===== src/rtl/adder_share_ctrl_if.sv =====
// Bundle of requester-side and adder-side signals around the shared-adder sequencer.
// master = clients plus adder instance, slave = adder_share_ctrl.
interface adder_share_ctrl_if #(
    parameter int WIDTH = 16
);
    logic             req0;
    logic             req1;
    logic [WIDTH-1:0] a0;
    logic [WIDTH-1:0] b0;
    logic [WIDTH-1:0] a1;
    logic [WIDTH-1:0] b1;
    logic             cin0;
    logic             cin1;
    logic             ack0;
    logic             ack1;
    logic [WIDTH-1:0] result;
    logic             result_c_out;
    logic             err;
    logic             busy;
    logic             grant;
    logic             adder_en;
    logic [WIDTH-1:0] adder_A;
    logic [WIDTH-1:0] adder_B;
    logic             adder_c_in;
    logic             adder_ready;
    logic [WIDTH-1:0] adder_Output;
    logic             adder_c_out;

    modport master (
        output req0, req1, a0, b0, a1, b1, cin0, cin1,
        output adder_ready, adder_Output, adder_c_out,
        input  ack0, ack1, result, result_c_out, err, busy, grant,
        input  adder_en, adder_A, adder_B, adder_c_in
    );

    modport slave (
        input  req0, req1, a0, b0, a1, b1, cin0, cin1,
        input  adder_ready, adder_Output, adder_c_out,
        output ack0, ack1, result, result_c_out, err, busy, grant,
        output adder_en, adder_A, adder_B, adder_c_in
    );
endinterface


===== src/rtl/adder_share_ctrl.sv =====
// Round-robin sequencer sharing one adder between two requesters.
// Optional WAIT watchdog enabled by defining ADDER_TIMEOUT_EN.
module adder_share_ctrl #(
    parameter int WIDTH   = 16,
    parameter int TIMEOUT = 32
) (
    input logic           clk,
    input logic           reset,
    adder_share_ctrl_if.slave bus
);
    localparam logic [1:0] IDLE  = 2'd0;
    localparam logic [1:0] ISSUE = 2'd1;
    localparam logic [1:0] WAIT  = 2'd2;
    localparam logic [1:0] DONE  = 2'd3;

    logic [1:0]       state_q, state_d;
    logic             grant_q, grant_d;
    logic             lastGrant_q, lastGrant_d;
    logic [WIDTH-1:0] opA_q, opA_d;
    logic [WIDTH-1:0] opB_q, opB_d;
    logic             opCin_q, opCin_d;
    logic [WIDTH-1:0] result_q, result_d;
    logic             resultC_q, resultC_d;
    logic             err_q, err_d;
    logic             winner;
    logic             timeoutHit;

`ifdef ADDER_TIMEOUT_EN
    localparam int CntW = $clog2(TIMEOUT + 1);
    logic [CntW-1:0] waitCnt_q;

    // Counts cycles spent in WAIT; zero on the first WAIT cycle.
    always_ff @(posedge clk or posedge reset) begin
        if (reset) begin
            waitCnt_q <= '0;
        end else if (state_q == WAIT) begin
            waitCnt_q <= waitCnt_q + CntW'(1);
        end else begin
            waitCnt_q <= '0;
        end
    end

    assign timeoutHit = (waitCnt_q == CntW'(TIMEOUT - 1));
`else
    logic unusedTimeout;
    assign unusedTimeout = ^TIMEOUT;
    assign timeoutHit    = 1'b0;
`endif

    always_comb begin
        state_d     = state_q;
        grant_d     = grant_q;
        lastGrant_d = lastGrant_q;
        opA_d       = opA_q;
        opB_d       = opB_q;
        opCin_d     = opCin_q;
        result_d    = result_q;
        resultC_d   = resultC_q;
        err_d       = err_q;
        winner      = 1'b0;
        case (state_q)
            IDLE: begin
                // A ready left high from a previous transaction must not start a new one.
                if ((bus.req0 || bus.req1) && !bus.adder_ready) begin
                    winner      = (bus.req0 && bus.req1) ? ~lastGrant_q : bus.req1;
                    grant_d     = winner;
                    lastGrant_d = winner;
                    opA_d       = winner ? bus.a1 : bus.a0;
                    opB_d       = winner ? bus.b1 : bus.b0;
                    opCin_d     = winner ? bus.cin1 : bus.cin0;
                    state_d     = ISSUE;
                end
            end
            ISSUE: state_d = WAIT;
            WAIT: begin
                if (bus.adder_ready) begin
                    result_d  = bus.adder_Output;
                    resultC_d = bus.adder_c_out;
                    state_d   = DONE;
                end else if (timeoutHit) begin
                    err_d     = 1'b1;
                    result_d  = '0;
                    resultC_d = 1'b0;
                    state_d   = DONE;
                end
            end
            DONE:    state_d = IDLE;
            default: state_d = IDLE;
        endcase
    end

    always_ff @(posedge clk or posedge reset) begin
        if (reset) begin
            state_q     <= IDLE;
            grant_q     <= 1'b0;
            lastGrant_q <= 1'b1;
            opA_q       <= '0;
            opB_q       <= '0;
            opCin_q     <= 1'b0;
            result_q    <= '0;
            resultC_q   <= 1'b0;
            err_q       <= 1'b0;
        end else begin
            state_q     <= state_d;
            grant_q     <= grant_d;
            lastGrant_q <= lastGrant_d;
            opA_q       <= opA_d;
            opB_q       <= opB_d;
            opCin_q     <= opCin_d;
            result_q    <= result_d;
            resultC_q   <= resultC_d;
            err_q       <= err_d;
        end
    end

    assign bus.busy         = (state_q != IDLE);
    assign bus.adder_en     = (state_q == ISSUE) || (state_q == WAIT);
    assign bus.ack0         = (state_q == DONE) && !grant_q;
    assign bus.ack1         = (state_q == DONE) && grant_q;
    assign bus.grant        = grant_q;
    assign bus.adder_A      = opA_q;
    assign bus.adder_B      = opB_q;
    assign bus.adder_c_in   = opCin_q;
    assign bus.result       = result_q;
    assign bus.result_c_out = resultC_q;
    assign bus.err          = err_q;
endmodule


===== src/flat_wrapper.sv =====
// flat-port wrapper written by rule: the top's interface ports become plain ports
module adder_share_ctrl_flat 
#(
    parameter int WIDTH   = 16,
    parameter int TIMEOUT = 32
)
  (clk, reset, bus_req0, bus_req1, bus_a0, bus_b0, bus_a1, bus_b1, bus_cin0, bus_cin1, bus_adder_ready, bus_adder_Output, bus_adder_c_out, bus_ack0, bus_ack1, bus_result, bus_result_c_out, bus_err, bus_busy, bus_grant, bus_adder_en, bus_adder_A, bus_adder_B, bus_adder_c_in);
  adder_share_ctrl_if #(.WIDTH(WIDTH)) bus_i ();
  input logic clk;
  input logic reset;
  input wire logic [$bits(bus_i.req0)-1:0] bus_req0;
  input wire logic [$bits(bus_i.req1)-1:0] bus_req1;
  input wire logic [$bits(bus_i.a0)-1:0] bus_a0;
  input wire logic [$bits(bus_i.b0)-1:0] bus_b0;
  input wire logic [$bits(bus_i.a1)-1:0] bus_a1;
  input wire logic [$bits(bus_i.b1)-1:0] bus_b1;
  input wire logic [$bits(bus_i.cin0)-1:0] bus_cin0;
  input wire logic [$bits(bus_i.cin1)-1:0] bus_cin1;
  input wire logic [$bits(bus_i.adder_ready)-1:0] bus_adder_ready;
  input wire logic [$bits(bus_i.adder_Output)-1:0] bus_adder_Output;
  input wire logic [$bits(bus_i.adder_c_out)-1:0] bus_adder_c_out;
  output wire logic [$bits(bus_i.ack0)-1:0] bus_ack0;
  output wire logic [$bits(bus_i.ack1)-1:0] bus_ack1;
  output wire logic [$bits(bus_i.result)-1:0] bus_result;
  output wire logic [$bits(bus_i.result_c_out)-1:0] bus_result_c_out;
  output wire logic [$bits(bus_i.err)-1:0] bus_err;
  output wire logic [$bits(bus_i.busy)-1:0] bus_busy;
  output wire logic [$bits(bus_i.grant)-1:0] bus_grant;
  output wire logic [$bits(bus_i.adder_en)-1:0] bus_adder_en;
  output wire logic [$bits(bus_i.adder_A)-1:0] bus_adder_A;
  output wire logic [$bits(bus_i.adder_B)-1:0] bus_adder_B;
  output wire logic [$bits(bus_i.adder_c_in)-1:0] bus_adder_c_in;
  assign bus_i.req0 = bus_req0;
  assign bus_i.req1 = bus_req1;
  assign bus_i.a0 = bus_a0;
  assign bus_i.b0 = bus_b0;
  assign bus_i.a1 = bus_a1;
  assign bus_i.b1 = bus_b1;
  assign bus_i.cin0 = bus_cin0;
  assign bus_i.cin1 = bus_cin1;
  assign bus_i.adder_ready = bus_adder_ready;
  assign bus_i.adder_Output = bus_adder_Output;
  assign bus_i.adder_c_out = bus_adder_c_out;
  assign bus_ack0 = bus_i.ack0;
  assign bus_ack1 = bus_i.ack1;
  assign bus_result = bus_i.result;
  assign bus_result_c_out = bus_i.result_c_out;
  assign bus_err = bus_i.err;
  assign bus_busy = bus_i.busy;
  assign bus_grant = bus_i.grant;
  assign bus_adder_en = bus_i.adder_en;
  assign bus_adder_A = bus_i.adder_A;
  assign bus_adder_B = bus_i.adder_B;
  assign bus_adder_c_in = bus_i.adder_c_in;
  adder_share_ctrl #(.WIDTH(WIDTH), .TIMEOUT(TIMEOUT)) u_core (.clk(clk), .reset(reset), .bus(bus_i));
endmodule

===== config.mk =====
export PLATFORM = sky130hd
export DESIGN_NAME = adder_share_ctrl_flat
export DESIGN_NICKNAME = d
export VERILOG_FILES = /design/src/rtl/adder_share_ctrl_if.sv /design/src/rtl/adder_share_ctrl.sv /design/src/flat_wrapper.sv
export SDC_FILE = /design/constraint.sdc
export NUM_CORES = 1
export LEC_CHECK = 0
export BUFFER_PORTS_ARGS = -buffer_cell sky130_fd_sc_hd__buf_4
export CAP_MARGIN = 30
export CORE_MARGIN = 8
export CORE_UTILIZATION = 43
export DETAILED_ROUTE_END_ITERATION = 10
export GPL_ROUTABILITY_DRIVEN = 0
export PLACE_DENSITY = 0.77
export SYNTH_ARGS = -nofsm -noshare
export SYNTH_HDL_FRONTEND = slang
export SYNTH_SLANG_ARGS = --single-unit

===== constraint.sdc =====
create_clock -name clk -period 2.4 [get_ports clk]
set_clock_uncertainty 0.15 [all_clocks]
set_input_delay 0.12 -clock clk [delete_from_list [all_inputs] [get_ports clk]]
set_output_delay 0.12 -clock clk [all_outputs]
set_load 0.03 [all_outputs]

==> qor.yml <==
ys_seq_area_frac: 0.550
core_area_um2: 5510
multi_input_area_um2: 973
arrival_ns: 2.31
wirelength_mm: 9.34
cts_tree: "done"
synth.avg_cell_area_um2: 10.0
synth_top_area_share: 0.539
maxSlewViolCount: 0
cts_buffers: 5
crit_type: "flop to flop"
root_buffer: "clkbuf_8"
cp_data_required_time_ns: 2.50
grt-ovfl-total: 0
grt_pass1_vias: 2968
via_per_inst: 5.01
place_hpwl_mm: 5.72
fin_crit_sh: 0.921
yosysWarnings: 0
path_cells: "inv_1, ha_1, buf_4, a21oi_1, a31oi_1, dlygate4sd3_1"
async_flop_share: 1.00
rows: 27
startpoint_type: "flop"
fmax_mhz: 452
vias: 2694
initial_core_util: 0.446
grt_first_pass_wirelength_mm: 15.2
rsz0062_at_grt: "false"
synth_seq_cells: 54
synth_flop_cell: "dfrtp_1"
maxSlewHeadroom: 0.553
dr.pass1.iters: 4
mappedNetlistArea_um2: 2460
clk_latency_ns: 0.30
portBuffers: 142
ant_nets: 0
cp_slowest_cell: "dlygate4sd3_1"
setup_viol: 0
grt_usage: 0.223
syn-num-nets: 336
irDropWorstVdd_v: 0.000775
synthCells: 245
fp.dieW_um: 91.6
drive_gt1_frac: 0.391
numClockSinks: 54
drt_iter0_markers: 119
fillers: 328
synth_edf_count: 0
drc: 0
clock_path_buffers: 2
htree_num_levels: 2
hold_class: "primary input to flop"
max_slew.worst_pin.slew_ns: 0.670
clk_pin_slew_ns: 0.10
post_cts_buffers: 0
ios: 144
syn2layout_area_growth_pct: 83.3
die_area_um2: 8390
fin_crit_ns: 2.21
dpl_cell_area_um2: 3550
synth_common_cells: "nand2_1, dfrtp_1, a21oi_1, a31oi_1, mux2_2"
leakage_nw: 2.14
fin_nets: 555
yosysMostFrequentCell: "nand2_1"
wl_per_cell_um: 17.4
die_h_um: 91.6
critPathMaxStageDelay_ns: 0.58
synth.distinct_cells: 22
fin_area_um2: 4510
hold_violations: 0
endpoint_kind: "flop"
hold_ws_ns: 0.108
status: "finished clean"
grt_max_degree: 55
drv_cap: 0
cp_max_fo: 34
grt_antenna_before_repair: 0
tns_ns: 0
yosys.area.top_type: "dfrtp_1"
post-route-worst-setup-slack_ns: 0.189
powerDensity_nw_per_um2: 1280
ff_latch_area_um2: 1350
dpl_worst_slack_ns: 0.643
synth_area_leaders: "dfrtp_1, nand2_1, a31oi_1"
-- cells by family (layout without fill, tap and decap cells) --
| logic type | Yosys count | after routing | share of synthesized area |
|---|---|---|---|
| DFF | 54 | 54 | 0.550 |
| AOI/OAI and AO/OA | 71 | 71 | 0.171 |
| other | 1 | 2 | 0.00153 |
| and+or+nand+nor | 70 | 70 | 0.111 |
| adders and majority gates | 3 | 3 | 0.0153 |
| muxes | 20 | 20 | 0.0947 |
| buffers and inverters | 26 | 246 | 0.0565 |
-- where the power goes --
group	internal [mW]	switching, mW	leakage (nW)
combinational	1.60	1.91	1.47
clock	0.292	0.282	0.0575
sequential	1.38	0.278	0.615
total	3.27	2.47	2.14
-- final cells by class --
cell class | instances | share of cell area
repair buffers | 233 | 0.435
flip-flops and latches | 54 | 0.300
multi-input cells | 165 | 0.216
clock buffers | 8 | 0.0244
well taps | 72 | 0.0200
inverters | 5 | 0.00416
diodes | 1 | 0.000555
-- critical path: cells and delay by family, from the launching register on --
kind / cells / cell delay, ns
buffers and inverters: 3 / 1.03
DFF: 1 / 0.41
adders and majority gates: 1 / 0.18
AOI/OAI and AO/OA: 2 / 0.38
-- metal layers --
layer	vias to the layer above	part of all wire	track usage
met3	2	0.10	0.0766
met4	0	0.0059	0.0546
met2	130	0.53	0.403
met5	-	0	0
li1	1280	-	-
met1	1282	0.36	0.242
-- what timing repair did --
| action | in CTS | in global routing |
|---|---|---|
| hold buffers | 84 | 0 |
| resized for setup | 0 | 1 |
| endpoints found under the hold margin | 103 | 0 |
| endpoints found under the setup margin | 0 | 3 |
-- sequential cells by signal (all words and copies together), names as in the netlist --
name                     count
u_core.bus.result_c_out      1
u_core.state_q               2
u_core.bus.adder_B          16
u_core.lastGrant_q           1
u_core.bus.adder_c_in        1
u_core.bus.result           16
u_core.bus.grant             1
u_core.bus.adder_A          16
-- cell usage in the layout, fill, tap and decap left out, drive strengths merged --
cell type,instances
o21ba,1
a21boi,1
ha,3
inv,5
dfrtp,53
a2bb2oi,1
dlygate4sd3,84
mux2,20
diode,1
o22a,1
a21oi,33
and2,2
a31oi,33
conb,1
nor2b,1
dfstp,1
nand2,67
a21bo,1
clkbuf,8
buf,149
-- worst paths after layout --
check | start | to | depth (start not counted) | slack [ns]
worst max-delay path | u_core.state_q[0] | u_core.bus.adder_B[8] | 6 | 0.19
worst min-delay path | bus_adder_ready | u_core.state_q[0] | 4 | 0.11
worst max register to register | u_core.state_q[0] | u_core.bus.adder_B[8] | 6 | 0.19
worst min register to register | u_core.bus.result[10] | u_core.bus.result[10] | 1 | 0.36
max in group asynchronous | reset | u_core.bus.adder_A[3] | 4 | 1.25
min in group asynchronous | reset | u_core.bus.adder_B[11] | 4 | 0.40
-- metrics by stage --
stage,total power [mW],util,instances
after floorplan,3.47,-,245
after global placement,4.53,0.644,445
after global routing,6.07,0.818,537
final,5.75,0.818,538
after CTS,5.69,0.817,537
after detailed placement,4.60,0.644,445
No activity file was read; power rests on OpenSTA's default activity.
